**config.mk**
```make
export PLATFORM = sky130hd
export DESIGN_NAME = operand_bypass_stage
export DESIGN_NICKNAME = d
export VERILOG_FILES = /design/src/rtl/core_pkg.sv /design/src/rtl/operand_sel_lane.sv /design/src/rtl/operand_bypass_stage.sv
export SDC_FILE = /design/constraint.sdc
export NUM_CORES = 1
export LEC_CHECK = 0
export ABC_AREA = 1
export CORE_AREA = 4 4 260 262
export CTS_BUF_LIST = sky130_fd_sc_hd__clkbuf_16
export DETAILED_ROUTE_END_ITERATION = 8
export DIE_AREA = 0 0 264 266
export GPL_ROUTABILITY_DRIVEN = 0
export PLACE_DENSITY = 0.51
export SLEW_MARGIN = 10
export SYNTH_ARGS = -nofsm -noshare
export SYNTH_HDL_FRONTEND = slang
export SYNTH_SLANG_ARGS = --single-unit
export TNS_END_PERCENT = 50
```
**constraint.sdc**
```tcl
create_clock -name clk -period 4.5 [get_ports clk]
set_clock_uncertainty 0.2 [all_clocks]
set_input_delay 0.675 -clock clk [delete_from_list [all_inputs] [get_ports clk]]
set_output_delay 0.675 -clock clk [all_outputs]
set_load 0.03 [all_outputs]
```
**src/rtl/core_pkg.sv**
```systemverilog
// Shared decode definitions for the operand/bypass stage: opcodes, operand
// select encodings, per-lane decode record and the split FSM states.
package core_pkg;

  localparam logic [6:0] OPC_R     = 7'b0110011;
  localparam logic [6:0] OPC_B     = 7'b1100011;
  localparam logic [6:0] OPC_LOAD  = 7'b0000011;
  localparam logic [6:0] OPC_OPIMM = 7'b0010011;
  localparam logic [6:0] OPC_STORE = 7'b0100011;
  localparam logic [6:0] OPC_JALR  = 7'b1100111;
  localparam logic [6:0] OPC_LUI   = 7'b0110111;
  localparam logic [6:0] OPC_AUIPC = 7'b0010111;
  localparam logic [6:0] OPC_JAL   = 7'b1101111;

  typedef enum logic [2:0] {SEL_RS, SEL_IMM, SEL_PC, SEL_ZERO, SEL_FOUR} op_sel_e;

  typedef enum logic {ST_NORMAL, ST_SPLIT} state_e;

  typedef struct packed {
    op_sel_e    op1_sel;
    op_sel_e    op2_sel;
    logic       uses_rs1;
    logic       uses_rs2;
    logic       writes_rd;
    logic [4:0] rd;
    logic [4:0] rs1;
    logic [4:0] rs2;
  } lane_dec_t;

  // Opcode -> operand sources and register usage.
  function automatic lane_dec_t decode(input logic [31:0] instr);
    lane_dec_t d;
    d.rd        = instr[11:7];
    d.rs1       = instr[19:15];
    d.rs2       = instr[24:20];
    d.op1_sel   = SEL_RS;
    d.op2_sel   = SEL_RS;
    d.uses_rs1  = 1'b1;
    d.uses_rs2  = 1'b0;
    d.writes_rd = 1'b1;
    case (instr[6:0])
      OPC_R: d.uses_rs2 = 1'b1;
      OPC_B: begin
        d.uses_rs2  = 1'b1;
        d.writes_rd = 1'b0;
      end
      OPC_STORE: begin
        d.op2_sel   = SEL_IMM;
        d.uses_rs2  = 1'b1;
        d.writes_rd = 1'b0;
      end
      OPC_LOAD, OPC_OPIMM, OPC_JALR: d.op2_sel = SEL_IMM;
      OPC_LUI: begin
        d.op1_sel  = SEL_IMM;
        d.op2_sel  = SEL_ZERO;
        d.uses_rs1 = 1'b0;
      end
      OPC_AUIPC: begin
        d.op1_sel  = SEL_PC;
        d.op2_sel  = SEL_IMM;
        d.uses_rs1 = 1'b0;
      end
      OPC_JAL: begin
        d.op1_sel  = SEL_PC;
        d.op2_sel  = SEL_FOUR;
        d.uses_rs1 = 1'b0;
      end
      default: ;
    endcase
    return d;
  endfunction

endpackage

```
**src/rtl/operand_sel_lane.sv**
```systemverilog
// One issue lane: decode, bypass mux for rs1/rs2 and operand selection.
// Purely combinational; also reports register usage for hazard checks.
module operand_sel_lane
  import core_pkg::*;
#(
  parameter int XLEN     = 32,
  parameter int FWD_SRCS = 2
) (
  input  logic [31:0]            instr_i,
  input  logic [XLEN-1:0]        pc_i,
  input  logic [XLEN-1:0]        imm_i,
  input  logic [XLEN-1:0]        rs1_data_i,
  input  logic [XLEN-1:0]        rs2_data_i,
  input  logic [FWD_SRCS-1:0]    fwd_valid_i,
  input  logic [FWD_SRCS*5-1:0]  fwd_rd_i,
  input  logic [FWD_SRCS*XLEN-1:0] fwd_data_i,
  input  logic [FWD_SRCS-1:0]    fwd_pending_i,
  output logic [XLEN-1:0]        op1_o,
  output logic [XLEN-1:0]        op2_o,
  output logic [XLEN-1:0]        rs2_val_o,
  output logic                   pending_o,
  output logic [4:0]             rd_o,
  output logic [4:0]             rs1_o,
  output logic [4:0]             rs2_o,
  output logic                   uses_rs1_o,
  output logic                   uses_rs2_o,
  output logic                   writes_rd_o
);

  lane_dec_t       dec;
  logic [XLEN-1:0] rs1_val;
  logic [XLEN-1:0] rs2_val;
  logic            rs1_pend;
  logic            rs2_pend;

  assign dec         = decode(instr_i);
  assign rd_o        = dec.rd;
  assign rs1_o       = dec.rs1;
  assign rs2_o       = dec.rs2;
  assign uses_rs1_o  = dec.uses_rs1;
  assign uses_rs2_o  = dec.uses_rs2;
  assign writes_rd_o = dec.writes_rd;
  assign rs2_val_o   = rs2_val;

  // Bypass mux: scan from oldest source down so the lowest index wins; x0 never matches.
  always_comb begin
    rs1_val  = rs1_data_i;
    rs2_val  = rs2_data_i;
    rs1_pend = 1'b0;
    rs2_pend = 1'b0;
    for (int i = FWD_SRCS - 1; i >= 0; i--) begin
      if (fwd_valid_i[i] && dec.rs1 != 5'd0 && fwd_rd_i[i*5 +: 5] == dec.rs1) begin
        rs1_val  = fwd_data_i[i*XLEN +: XLEN];
        rs1_pend = fwd_pending_i[i];
      end
      if (fwd_valid_i[i] && dec.rs2 != 5'd0 && fwd_rd_i[i*5 +: 5] == dec.rs2) begin
        rs2_val  = fwd_data_i[i*XLEN +: XLEN];
        rs2_pend = fwd_pending_i[i];
      end
    end
    pending_o = (dec.uses_rs1 && rs1_pend) || (dec.uses_rs2 && rs2_pend);
  end

  // Operand selection from the decoded sources.
  always_comb begin
    case (dec.op1_sel)
      SEL_RS:   op1_o = rs1_val;
      SEL_IMM:  op1_o = imm_i;
      SEL_PC:   op1_o = pc_i;
      SEL_FOUR: op1_o = XLEN'(4);
      default:  op1_o = '0;
    endcase
    case (dec.op2_sel)
      SEL_RS:   op2_o = rs2_val;
      SEL_IMM:  op2_o = imm_i;
      SEL_PC:   op2_o = pc_i;
      SEL_FOUR: op2_o = XLEN'(4);
      default:  op2_o = '0;
    endcase
  end

endmodule

```
**src/rtl/operand_bypass_stage.sv**
```systemverilog
// Multi-lane operand generation with bypass and the ID/EX register.
// Intra-bundle RAW dependencies split the bundle over several beats; a
// pending (load) bypass source stalls the whole capture.
module operand_bypass_stage
  import core_pkg::*;
#(
  parameter int XLEN     = 32,
  parameter int LANES    = 2,
  parameter int FWD_SRCS = 2
) (
  input  logic                     clk,
  input  logic                     rst_n,
  input  logic                     flush,
  input  logic                     in_valid,
  output logic                     in_ready,
  input  logic [LANES-1:0]         in_lane_en,
  input  logic [LANES*32-1:0]      in_instr,
  input  logic [LANES*XLEN-1:0]    in_pc,
  input  logic [LANES*XLEN-1:0]    in_imm,
  input  logic [LANES*XLEN-1:0]    in_rs1_data,
  input  logic [LANES*XLEN-1:0]    in_rs2_data,
  input  logic [FWD_SRCS-1:0]      fwd_valid,
  input  logic [FWD_SRCS*5-1:0]    fwd_rd,
  input  logic [FWD_SRCS*XLEN-1:0] fwd_data,
  input  logic [FWD_SRCS-1:0]      fwd_pending,
  output logic                     out_valid,
  input  logic                     out_ready,
  output logic [LANES-1:0]         out_lane_en,
  output logic [LANES*32-1:0]      out_instr,
  output logic [LANES*XLEN-1:0]    out_op1,
  output logic [LANES*XLEN-1:0]    out_op2,
  output logic [LANES*XLEN-1:0]    out_rs2_val
);

  logic [LANES*XLEN-1:0] lane_op1, lane_op2, lane_rs2v;
  logic [LANES-1:0]      lane_pend, lane_u1, lane_u2, lane_wr;
  logic [4:0]            lane_rd  [LANES];
  logic [4:0]            lane_rs1 [LANES];
  logic [4:0]            lane_rs2 [LANES];

  state_e           state_q, state_d;
  logic [LANES-1:0] issued_q, issued_d;
  logic [LANES-1:0] eval_mask, cap_mask;
  logic             split_found, raw, stall, advance, capture;

  logic                  out_valid_q;
  logic [LANES-1:0]      out_lane_en_q;
  logic [LANES*32-1:0]   out_instr_q;
  logic [LANES*XLEN-1:0] out_op1_q, out_op2_q, out_rs2_q;

  for (genvar gi = 0; gi < LANES; gi++) begin : g_lane
    operand_sel_lane #(.XLEN(XLEN), .FWD_SRCS(FWD_SRCS)) u_lane (
      .instr_i       (in_instr[gi*32 +: 32]),
      .pc_i          (in_pc[gi*XLEN +: XLEN]),
      .imm_i         (in_imm[gi*XLEN +: XLEN]),
      .rs1_data_i    (in_rs1_data[gi*XLEN +: XLEN]),
      .rs2_data_i    (in_rs2_data[gi*XLEN +: XLEN]),
      .fwd_valid_i   (fwd_valid),
      .fwd_rd_i      (fwd_rd),
      .fwd_data_i    (fwd_data),
      .fwd_pending_i (fwd_pending),
      .op1_o         (lane_op1[gi*XLEN +: XLEN]),
      .op2_o         (lane_op2[gi*XLEN +: XLEN]),
      .rs2_val_o     (lane_rs2v[gi*XLEN +: XLEN]),
      .pending_o     (lane_pend[gi]),
      .rd_o          (lane_rd[gi]),
      .rs1_o         (lane_rs1[gi]),
      .rs2_o         (lane_rs2[gi]),
      .uses_rs1_o    (lane_u1[gi]),
      .uses_rs2_o    (lane_u2[gi]),
      .writes_rd_o   (lane_wr[gi])
    );
  end

  // Pick the lanes issued this beat: un-issued enabled lanes up to the first RAW consumer.
  always_comb begin
    eval_mask   = in_lane_en & ~issued_q;
    cap_mask    = '0;
    split_found = 1'b0;
    raw         = 1'b0;
    for (int k = 0; k < LANES; k++) begin
      raw = 1'b0;
      for (int j = 0; j < LANES; j++) begin
        if (j < k && eval_mask[j] && lane_wr[j] && lane_rd[j] != 5'd0 &&
            ((lane_u1[k] && lane_rs1[k] == lane_rd[j]) ||
             (lane_u2[k] && lane_rs2[k] == lane_rd[j])))
          raw = 1'b1;
      end
      if (eval_mask[k] && !split_found) begin
        if (raw) split_found = 1'b1;
        else     cap_mask[k] = 1'b1;
      end
    end
    stall = |(cap_mask & lane_pend);
  end

  assign advance = !out_valid_q || out_ready;
  assign capture = !flush && advance && in_valid && !stall;

  // Split FSM next state, issued mask and upstream handshake.
  always_comb begin
    state_d  = state_q;
    issued_d = issued_q;
    in_ready = rst_n && !flush && advance && !stall && !split_found;
    if (flush) begin
      state_d  = ST_NORMAL;
      issued_d = '0;
    end else if (capture) begin
      if (split_found) begin
        state_d  = ST_SPLIT;
        issued_d = issued_q | cap_mask;
      end else begin
        state_d  = ST_NORMAL;
        issued_d = '0;
      end
    end
  end

  // FSM state and issued-lane mask registers.
  always_ff @(posedge clk or negedge rst_n) begin
    if (!rst_n) begin
      state_q  <= ST_NORMAL;
      issued_q <= '0;
    end else begin
      state_q  <= state_d;
      issued_q <= issued_d;
    end
  end

  // ID/EX register: load on capture, drop valid on flush or when EX drains it.
  always_ff @(posedge clk or negedge rst_n) begin
    if (!rst_n) begin
      out_valid_q   <= 1'b0;
      out_lane_en_q <= '0;
      out_instr_q   <= '0;
      out_op1_q     <= '0;
      out_op2_q     <= '0;
      out_rs2_q     <= '0;
    end else if (flush) begin
      out_valid_q <= 1'b0;
    end else if (capture) begin
      out_valid_q   <= 1'b1;
      out_lane_en_q <= cap_mask;
      out_instr_q   <= in_instr;
      out_op1_q     <= lane_op1;
      out_op2_q     <= lane_op2;
      out_rs2_q     <= lane_rs2v;
    end else if (out_ready) begin
      out_valid_q <= 1'b0;
    end
  end

  assign out_valid   = out_valid_q;
  assign out_lane_en = out_lane_en_q;
  assign out_instr   = out_instr_q;
  assign out_op1     = out_op1_q;
  assign out_op2     = out_op2_q;
  assign out_rs2_val = out_rs2_q;

endmodule
```
==> results.md, run 1 <==
- Status: completed
- Non-filler cells, final: 3780
- I/O Pins: 665
- DRC violations left: 0
- Worst-skew pair later-pin latency: around 0.56 ns
- Die height: ~270 um
- Hold WC Path Type: flop to flop
- Hpwl dp: ~70 mm
- CTS buffer count: 36
- Cell mode on critical path: nand2_1
- DRT iter0 DRCs: roughly 1700
- Filler Cell Count: a little under 7000
- First-pass GRT wire length: around 130 mm
- Fin crit share: 0.855
- Worst EP required: 3.62 ns
- DP Worst Slack: around 0.65 ns
- Syn_nets: roughly 2700
- Leakage power: roughly 12 nW
- Post-layout net count: 3285
- Avg WL per Cell: roughly 24 um
- Vias: 18800
- Final worst slack: 0.651 ns
- Syn_area_per_cell: 6.96 sq um
- CTS sink cnt: 261
- Crit-path cells: clkdlybuf4s50_1 -> inv_1 -> nand3_1 -> nor2_1 -> nor2_1 -> nand3_1 -> nand2_1 -> nand2_1 -> nand2_1 -> nand2_2 -> nand2_1 -> nor3_1 -> buf_4
- Proportion of netlist area held by the largest area contributor: 0.412
- CTS resizes: 0
- Register area share after synthesis: 0.412
- TritonRoute pass-1 iters: 6
- Vias in the first global route: ~19000
- WP data arrival: ~3.0 ns
- Max clock buf depth: 3
- CTS tree: done
- Die area: 0.0702 sq mm
- Final setup viols: 0
- Pins Over Slew Limit: 0
- Top cells by area, synth: dfrtp_1 (41%), nand2_1 (22%), nand3_1 (9.5%), o211ai_1 (6.2%), inv_1 (3.6%)
- Top cell type by total area after synthesis: dfrtp_1
- Maximum VDD drop: 0.000265 V
- Port bufs: around 660
- Synthesis-to-layout area growth: 56.1%
- Antenna Nets Post-Route: 0
- Final Hold Viols: 0
- Critical-path maximum fanout: 4
- Post-Syn Instances: about 2300
- GRT overflow: 0
- Share of cells above drive strength 1: 0.0540
- Pin count of the biggest net entering global routing: around 120
- Row count: 94
- Root buf cell: clkbuf_16
- Worst slew pin tran: approximately 0.83 ns
- Yosys reg bits: 261
- Max incr delay on CP: approximately 0.5 ns
- Drt via density: roughly 5
- Fin crit period: 3.85 ns
- Commonest non-fill, non-tap cells in the layout: nand2_1 (934), clkdlybuf4s50_1 (662), nand3_1 (301)
- Netlist Area Pre-Place: 0.0158 sq mm
- Critical Path End Type: primary output
- Setup TNS Final: 0 ns
- Initial Util: 0.242
- Max transition margin: 0.445
- DP Cell Count: 3705
- Width of the die: between 200 and 300 um
- Final wirelength: 91.9 mm
- Number of distinct library cells after synthesis: 30
- Worst path slowest cell: clkdlybuf4s50_1
- Power per cell area: roughly 380 mW/mm^2
- Fmax: roughly 0.26 GHz
- Critical path class: primary input to primary output
- Max-Cap Viols: 0
- Initial antenna violation count: 22
- Total track usage: 0.250
- Reg clk slew, reported paths: 0.05 ns
- H-tree levels: 2
- RSZ-0062 raised after global routing: no
- Most common cell after layout, fill and taps aside: nand2_1
- Core Area: around 0.065 sq mm
- YS warnings: 0
- Setup crit start kind: primary input
## metal layers
layer,wire length [um],GRT usage,vias to the layer above,share of wire
met2,43600,0.420,898,0.47
met1,36900,0.312,8976,0.40
met3,8090,0.0694,160,0.088
li1,-,-,8766,-
met5,139,0,-,0.0015
met4,3110,0.0822,22,0.034
## sequential cells by signal, indices dropped and copies added, names as in the netlist
register     flops
issued_q         2
out_instr       64
out_lane_en      2
out_op1         64
out_op2         64
out_rs2_val     64
out_valid        1
## cells in the mapped netlist
library cell,instances
a21oi_1,46
a22o_1,30
a22oi_1,34
and3_1,1
buf_1,6
buf_2,23
buf_4,15
buf_6,12
clkbuf_1,95
clkbuf_4,2
dfrtp_1,261
inv_1,151
inv_2,5
nand2_1,943
nand2_2,2
nand3_1,301
nand3_4,1
nand4_1,8
nor2_1,31
nor2_2,3
nor3_1,3
nor4_1,1
o211ai_1,130
o21ai_0,105
o21ai_1,40
o21ai_2,17
o221ai_1,1
or2_2,2
xnor2_1,4
xor2_1,2
## where the power goes
group          total [mW]  internal, mW  switching, mW
sequential           3.03          2.77          0.266
combinational        3.38          1.36           2.02
clock                2.99          1.78           1.20
total                9.40          5.91           3.49
## layout make-up
class | instances | area [sq um] | share of cell area
Antenna cell | 11 | 27.5 | 0.00111
Clock buffer | 37 | 926 | 0.0374
Clock inverter | 26 | 265 | 0.0107
Inverter | 156 | 588 | 0.0238
Multi-Input combinational cell | 1705 | 8060 | 0.326
Sequential cell | 261 | 6530 | 0.264
Tap cell | 864 | 1080 | 0.0437
Timing Repair Buffer | 720 | 7250 | 0.293
## per-stage QoR
step	utilization	hold slack, ns	total power [mW]	area [sq um]
finish	0.378	0.278	9.40	24700
global route	0.378	0.293	9.83	24700
CTS	0.378	0.280	9.50	24700
detailed placement	0.359	0.265	6.45	23500
global placement	0.359	0.262	6.44	23500
floorplan	-	0.179	4.62	15800
## worst paths after layout
path	end	startpoint	slack, ns	cells past startpoint
max	in_ready	in_instr[19]	0.65	13
min	out_instr[39]$_DFFE_PN0P_	out_instr[39]$_DFFE_PN0P_	0.28	2
max in group asynchronous	out_instr[58]$_DFFE_PN0P_	rst_n	2.41	3
min reg2reg	out_instr[39]$_DFFE_PN0P_	out_instr[39]$_DFFE_PN0P_	0.28	2
max reg2reg	out_op2[15]$_DFFE_PN0P_	issued_q[0]$_DFFE_PN0P_	1.82	11
min in group asynchronous	out_op2[8]$_DFFE_PN0P_	rst_n	0.48	2
## repair_timing
action / in CTS / in global routing
hold buffers: 1 / 0
setup buffers: 0 / 0
hold endpoints to repair: 53 / 0
## cell families after synthesis
family	synth area share
and+or+nand+nor	0.335
DFF	0.412
AOI/OAI and AO/OA	0.165
xor gates and xnor gates	0.00332
buffers and inverters	0.0848
## critical path: cells and delay by family
kind                   cells  cell delay, ns
buffers and inverters      3            0.90
and+or+nand+nor           10            1.39
Note: power is estimated with default switching activity, not from simulation.
==> run 2, diff against run 1 <==
--- a/config.mk
+++ b/config.mk
@@ -6,12 +6,12 @@
 export NUM_CORES = 1
 export LEC_CHECK = 0
 export ABC_AREA = 1
-export CORE_AREA = 4 4 260 262
+export CORE_AREA = 4 4 255 257
 export CTS_BUF_LIST = sky130_fd_sc_hd__clkbuf_16
 export DETAILED_ROUTE_END_ITERATION = 8
-export DIE_AREA = 0 0 264 266
+export DIE_AREA = 0 0 259 261
 export GPL_ROUTABILITY_DRIVEN = 0
-export PLACE_DENSITY = 0.51
+export PLACE_DENSITY = 0.52
 export SLEW_MARGIN = 10
 export SYNTH_ARGS = -nofsm -noshare
 export SYNTH_HDL_FRONTEND = slang
==> run 2 against run 1 <==
Sequential share of layout area grew 0.086 points. Worst setup slack lost 0.13 ns. Global-route usage grew 0.43 points. Non-clock buffer count shrank 4. Sequential power barely moved. First-iteration DRC count decreased by 5.6%. Register-to-register slack improved by 0.10 ns. Die area is 3.7% lower. Critical path type unchanged.
==> results.md, run 2 (synthesized netlist as in run 1, its figures left out) <==
- Fin crit share: 0.883
- Worst EP required: around 3.6 ns
- Die height: ~260 um
- Width of the die: ~260 um
- Worst path slowest cell: clkdlybuf4s50_1
- Seq pwr share: 0.322
- Hold WC Path Type: flop to flop
- Total track usage: 0.254
- Reg clk slew, reported paths: approximately 0.050 ns
- Root buf cell: clkbuf_16
- Fin crit period: around 4.0 ns
- Critical-path maximum fanout: 15
- Hpwl dp: 69.0 mm
- Final wirelength: 90.1 mm
- Avg WL per Cell: 24.0 um
- Setup crit start kind: primary input
- Non-filler cells, final: 3758
- Vias in the first global route: ~19000
- WP data arrival: around 3.1 ns
- Post-layout net count: around 3300
- Status: completed
- DRT iter0 DRCs: ~1600
- Port bufs: between 600 and 700
- Post-CTS Setup Bufs: 0
- Clock power share: 0.317
- Initial Util: 0.252
- Hold bufs inserted after CTS: 1
- WP buf/inv: 2
- Final Hold Viols: 0
- Max incr delay on CP: about 0.52 ns
- Cell Area, Placed: about 0.023 sq mm
- Worst-skew pair later-pin latency: 0.55 ns
- DRC violations left: 0
- DP Cell Count: between 3000 and 4000
- Max-Cap Viols: 0
- Initial antenna violation count: 18
- Critical Path End Type: primary output
- Final setup viols: 0
- Comb power frac: 0.360
- Cell mode on critical path: nand2_1
- Setup TNS Final: 0 ns
- CTS buffer count: 35
- CTS resizes: 0
- Power per cell area: between 300 and 400 mW/mm^2
- Most common cell after layout, fill and taps aside: nand2_1
- Crit-path cells: clkdlybuf4s50_1 -> nand4_1 -> a21oi_1 -> nor2_4 -> nand2_1 -> nand2_1 -> a21oi_1 -> nand2_1 -> nand2_1 -> nor3_1 -> buf_4
- TritonRoute pass-1 iters: 6
- Non-Filler Cell Area, Final: ~0.025 sq mm
- GRT overflow: 0
- Max clock buf depth: 3
- Drt via density: between 5 and 6
- Maximum VDD drop: slightly above 0.0002 V
- Vias: about 19000
- Core Area: roughly 0.063 sq mm
- Fmax: 0.252 GHz
- CP delay by family, top: simple AND/OR/NAND/NOR gates
- First-pass GRT wire length: 128 mm
- Commonest non-fill, non-tap cells in the layout: nand2_1 (934), clkdlybuf4s50_1 (662), nand3_1 (301)
- Share of cells above drive strength 1: 0.0541
- Pin count of the biggest net entering global routing: around 130
- Switching fraction of total power: 0.370
- I/O Pins: ~670
- Pins Over Slew Limit: 0
- Leakage power: 11.5 nW
- RSZ-0062 raised after global routing: no
- Worst slew pin tran: about 0.87 ns
- Row count: 92
- Psw: roughly 3.5 mW
- Antenna Nets Post-Route: 0
- CTS sink cnt: about 260
- Filler Cell Count: between 6000 and 7000
- Die area: ~0.068 sq mm
- Synthesis-to-layout area growth: 55.6%
- H-tree levels: 2
- Internal Pwr Total: 5.90 mW
- Max transition margin: 0.418
- CTS tree: done
- Critical path class: primary input to primary output
==> run 2: cell count changes in the layout (fill, tap and decap cells not counted), sizes merged <==
cell,delta
clkinv,-1
inv,-1
bufinv,+1
clkbuf,-2
clkinvlp,+3
buf,-4
==> run 2: tightest hold or removal path, delay by kind of cell, from the launching register on <==
| family | cells | cell delay (ns) |
|---|---|---|
| flip-flops | 1 | 0.34 |
| AND/OR/NAND/NOR | 2 | 0.10 |
==> run 2: layer usage <==
layer / wire (um) / track usage
met4: 4010 / 0.0990
met3: 8560 / 0.0742
met1: 35500 / 0.314
met5: 100 / 0
met2: 41900 / 0.421
==> run 2: power by group through the flow <==
| stage | sequential (mW) | clock (mW) | combinational, mW |
|---|---|---|---|
| detailed placement | 3.05 | 0 | 3.39 |
| global placement | 3.05 | 0 | 3.37 |
| CTS | 3.02 | 3.06 | 3.40 |
| floorplan | 3.86 | 0 | 0.764 |
| finish | 3.02 | 2.97 | 3.38 |
| global route | 3.07 | 3.15 | 3.58 |
==> run 2: path summary, 6_finish.rpt <==
check | startpoint | end | slack (ns) | depth (start not counted)
worst max-delay path | in_instr[34] | in_ready | 0.53 | 11
worst min-delay path | out_instr[33]$_DFFE_PN0P_ | out_instr[33]$_DFFE_PN0P_ | 0.28 | 2
worst max register to register | issued_q[0]$_DFFE_PN0P_ | out_op1[50]$_DFFE_PN0P_ | 1.92 | 9
worst min register to register | out_instr[33]$_DFFE_PN0P_ | out_instr[33]$_DFFE_PN0P_ | 0.28 | 2
max in group asynchronous | rst_n | out_op2[50]$_DFFE_PN0P_ | 2.03 | 4
min in group asynchronous | rst_n | out_op2[63]$_DFFE_PN0P_ | 0.44 | 2
==> run 2: layout make-up <==
class | instances | area, sq um | share of cell area
multi-input cells | 1705 | 8060 | 0.327
flip-flops and latches | 261 | 6530 | 0.265
clock buffers | 35 | 876 | 0.0355
well taps | 846 | 1060 | 0.0430
diodes | 11 | 27.5 | 0.00112
inverters | 156 | 588 | 0.0239
clock inverters | 28 | 313 | 0.0127
repair buffers | 716 | 7190 | 0.292
==> run 2: metrics by stage <==
step	power (mW)	worst slack, ns	hold WS, ns	util
after global routing	9.80	0.408	0.295	0.393
after floorplan	4.62	1.43	0.179	-
after global placement	6.42	0.531	0.263	0.373
after detailed placement	6.44	0.497	0.264	0.373
final	9.37	0.525	0.278	0.393
after CTS	9.47	0.497	0.280	0.392
==> run 3, diff against run 2 <==
--- a/config.mk
+++ b/config.mk
@@ -6,12 +6,12 @@
 export NUM_CORES = 1
 export LEC_CHECK = 0
 export ABC_AREA = 1
-export CORE_AREA = 4 4 255 257
+export CORE_AREA = 4 4 260 262
 export CTS_BUF_LIST = sky130_fd_sc_hd__clkbuf_16
 export DETAILED_ROUTE_END_ITERATION = 8
-export DIE_AREA = 0 0 259 261
+export DIE_AREA = 0 0 264 266
 export GPL_ROUTABILITY_DRIVEN = 0
-export PLACE_DENSITY = 0.52
+export PLACE_DENSITY = 0.51
 export SLEW_MARGIN = 10
 export SYNTH_ARGS = -nofsm -noshare
 export SYNTH_HDL_FRONTEND = slang
==> constraint.sdc (replaced) <==
create_clock -name clk -period 4.5 [get_ports clk]
set_clock_uncertainty 0.2 [all_clocks]
set_input_delay 0.675 -clock clk [delete_from_list [all_inputs] [get_ports clk]]
set_output_delay 0.675 -clock clk [all_outputs]
set_load 0.005 [all_outputs]
==> run 3 against run 2 <==
Sequential power is essentially flat. Fmax shrank 2.6%. Clock power shrank 5%. Hold slack lost 0.0028 ns.
==> results.md, run 3 (synthesized netlist as in run 1, its figures left out) <==
- Status: completed
- Critical path class: primary input to primary output
- Port bufs: around 660
- Met3 Use GR: 0.0674
- I/O Pins: approximately 670
- H-tree levels: 2
- Worst r2r dst: out_op1[52]$_DFFE_PN0P_
- CTS buffer count: 37
- Worst EP required: 3.62 ns
- Antenna Nets Post-Route: 0
- Hpwl dp: roughly 69 mm
- Core Area: 0.0654 sq mm
- Drt via density: 4.97
- Post-layout net count: roughly 3300
- Fin crit period: slightly above 4 ns
- Crit-path cells: clkdlybuf4s50_1 -> nand2_1 -> inv_1 -> nand3_1 -> a21oi_1 -> nor2_4 -> nand2_1 -> inv_1 -> nand2_1 -> nand2_1 -> nand2_2 -> nand2_1 -> nor3_1 -> clkdlybuf4s50_1
- Leakage power: about 12 nW
- Non-filler cells, final: between 3000 and 4000
- Multi-input gate area: a little over 0.008 sq mm
- CP delay by family, top: buffers and inverters
- Row count: 94
- Post-CTS Setup Bufs: 0
- Die height: 266 um
- CTS resizes: 0
- TritonRoute pass-1 iters: 5
- GRT overflow: 0
- FF-to-FF setup slack: around 1.9 ns
- Fin crit share: 0.907
- Max incr delay on CP: ~0.56 ns
- Worst min-delay path endpoint: out_op2[41]$_DFFE_PN0P_
- Max clock buf depth: 3
- Hold bufs inserted after CTS: 1
- DP Worst Slack: 0.388 ns
- DP Cell Count: between 3000 and 4000
- Reg2reg path depth: 9
- DRC violations left: 0
- Initial Util: 0.242
- Critical-path maximum fanout: 5
- Max-Cap Viols: 0
- Fmax: ~0.25 GHz
- CTS sink cnt: approximately 260
- Worst path slowest cell: clkdlybuf4s50_1
- Initial antenna violation count: 20
- Worst Hold Depth: 2
- Final worst slack: between 0.4 and 0.5 ns
- Max transition margin: 0.374
- Hold Startpoint: out_op2[41]$_DFFE_PN0P_
- Most Used Layer, Global Route: met2
- Critical Path End Type: primary output
- FF+latch area: ~0.0065 sq mm
- Worst-skew pair later-pin latency: 0.53 ns
- Synthesis-to-layout area growth: 55.4%
- Worst slew pin tran: between 0.9 and 1 ns
- Width of the die: 264 um
- Setup TNS Final: 0 ns
- CTS tree: done
- M1 GR Usage: 0.312
- Die area: around 0.070 sq mm
- Avg WL per Cell: between 20 and 25 um
- Maximum VDD drop: 0.000207 V
- DRT iter0 DRCs: 1540
- First-pass GRT wire length: 132 mm
- Vias: approximately 19000
- Vias in the first global route: approximately 19000
- Final setup viols: 0
- Cell mode on critical path: nand2_1
- Commonest non-fill, non-tap cells in the layout: nand2_1 (934), clkdlybuf4s50_1 (663), nand3_1 (301)
- Pins Over Slew Limit: 0
- WP buf/inv: 4
- Share of cells above drive strength 1: 0.0500
- Final Hold Viols: 0
- Met2 GRT Util: 0.418
- Pin count of the biggest net entering global routing: about 130
- RSZ-0062 raised after global routing: no
- Hold WC Path Type: flop to flop
- Filler Cell Count: slightly below 7000
- Reg clk slew, reported paths: ~0.05 ns
- Total track usage: 0.250
- Final wirelength: roughly 92 mm
- Setup crit start kind: primary input
- Reg-to-Reg Start: issued_q[0]$_DFFE_PN0P_
- Root buf cell: clkbuf_16
- WP data arrival: about 3.2 ns
- Most common cell after layout, fill and taps aside: nand2_1
- Power per cell area: between 300 and 400 mW/mm^2
[run 3: worst reg2reg max path: cells and delay by family (launching register included)]
kind                   cells  cell delay, ns
AOI/OAI and AO/OA          4            0.52
DFF                        1            0.39
and+or+nand+nor            4            0.83
buffers and inverters      1            0.49
[run 3: layer usage]
metal	share of wire	routed length, um	vias to the layer above
met3	0.090	8220	173
met2	0.47	43100	914
met5	0.00081	74	-
met4	0.039	3570	12
li1	-	-	8754
met1	0.40	36700	8927
[run 3: worst max-delay path by stage]
stage / start / endpoint / slack [ns] / depth (start not counted)
floorplan: in_instr[53] / in_ready / 1.93 / 11
global placement: in_instr[0] / in_ready / 0.42 / 14
CTS: in_instr[0] / in_ready / 0.39 / 14
detailed placement: in_instr[0] / in_ready / 0.39 / 14
global route: in_instr[0] / in_ready / 0.19 / 14
finish: in_instr[0] / in_ready / 0.42 / 14
[run 3: area by class of cell]
class	count	area share
Antenna cell	18	0.00183
Clock buffer	37	0.0376
Clock inverter	25	0.00788
Inverter	156	0.0239
Multi-Input combinational cell	1705	0.328
Sequential cell	261	0.265
Tap cell	864	0.0439
Timing Repair Buffer	714	0.292
[run 3: metrics by stage]
step / hold WS [ns] / power (mW) / instance area [sq um] / util
6_report: 0.275 / 8.40 / 24600 / 0.376
5_1_grt: 0.291 / 8.85 / 24600 / 0.376
3_3_place_gp: 0.262 / 5.62 / 23400 / 0.358
3_5_place_dp: 0.264 / 5.62 / 23400 / 0.358
2_1_floorplan: 0.179 / 3.82 / 15800 / -
4_1_cts: 0.280 / 8.52 / 24600 / 0.376
[run 3: power by group]
part           internal (mW)  leakage [nW]  switching, mW
logic                   1.35          7.70           1.21
registers               2.77          3.24          0.253
clock network           1.66         0.567           1.17
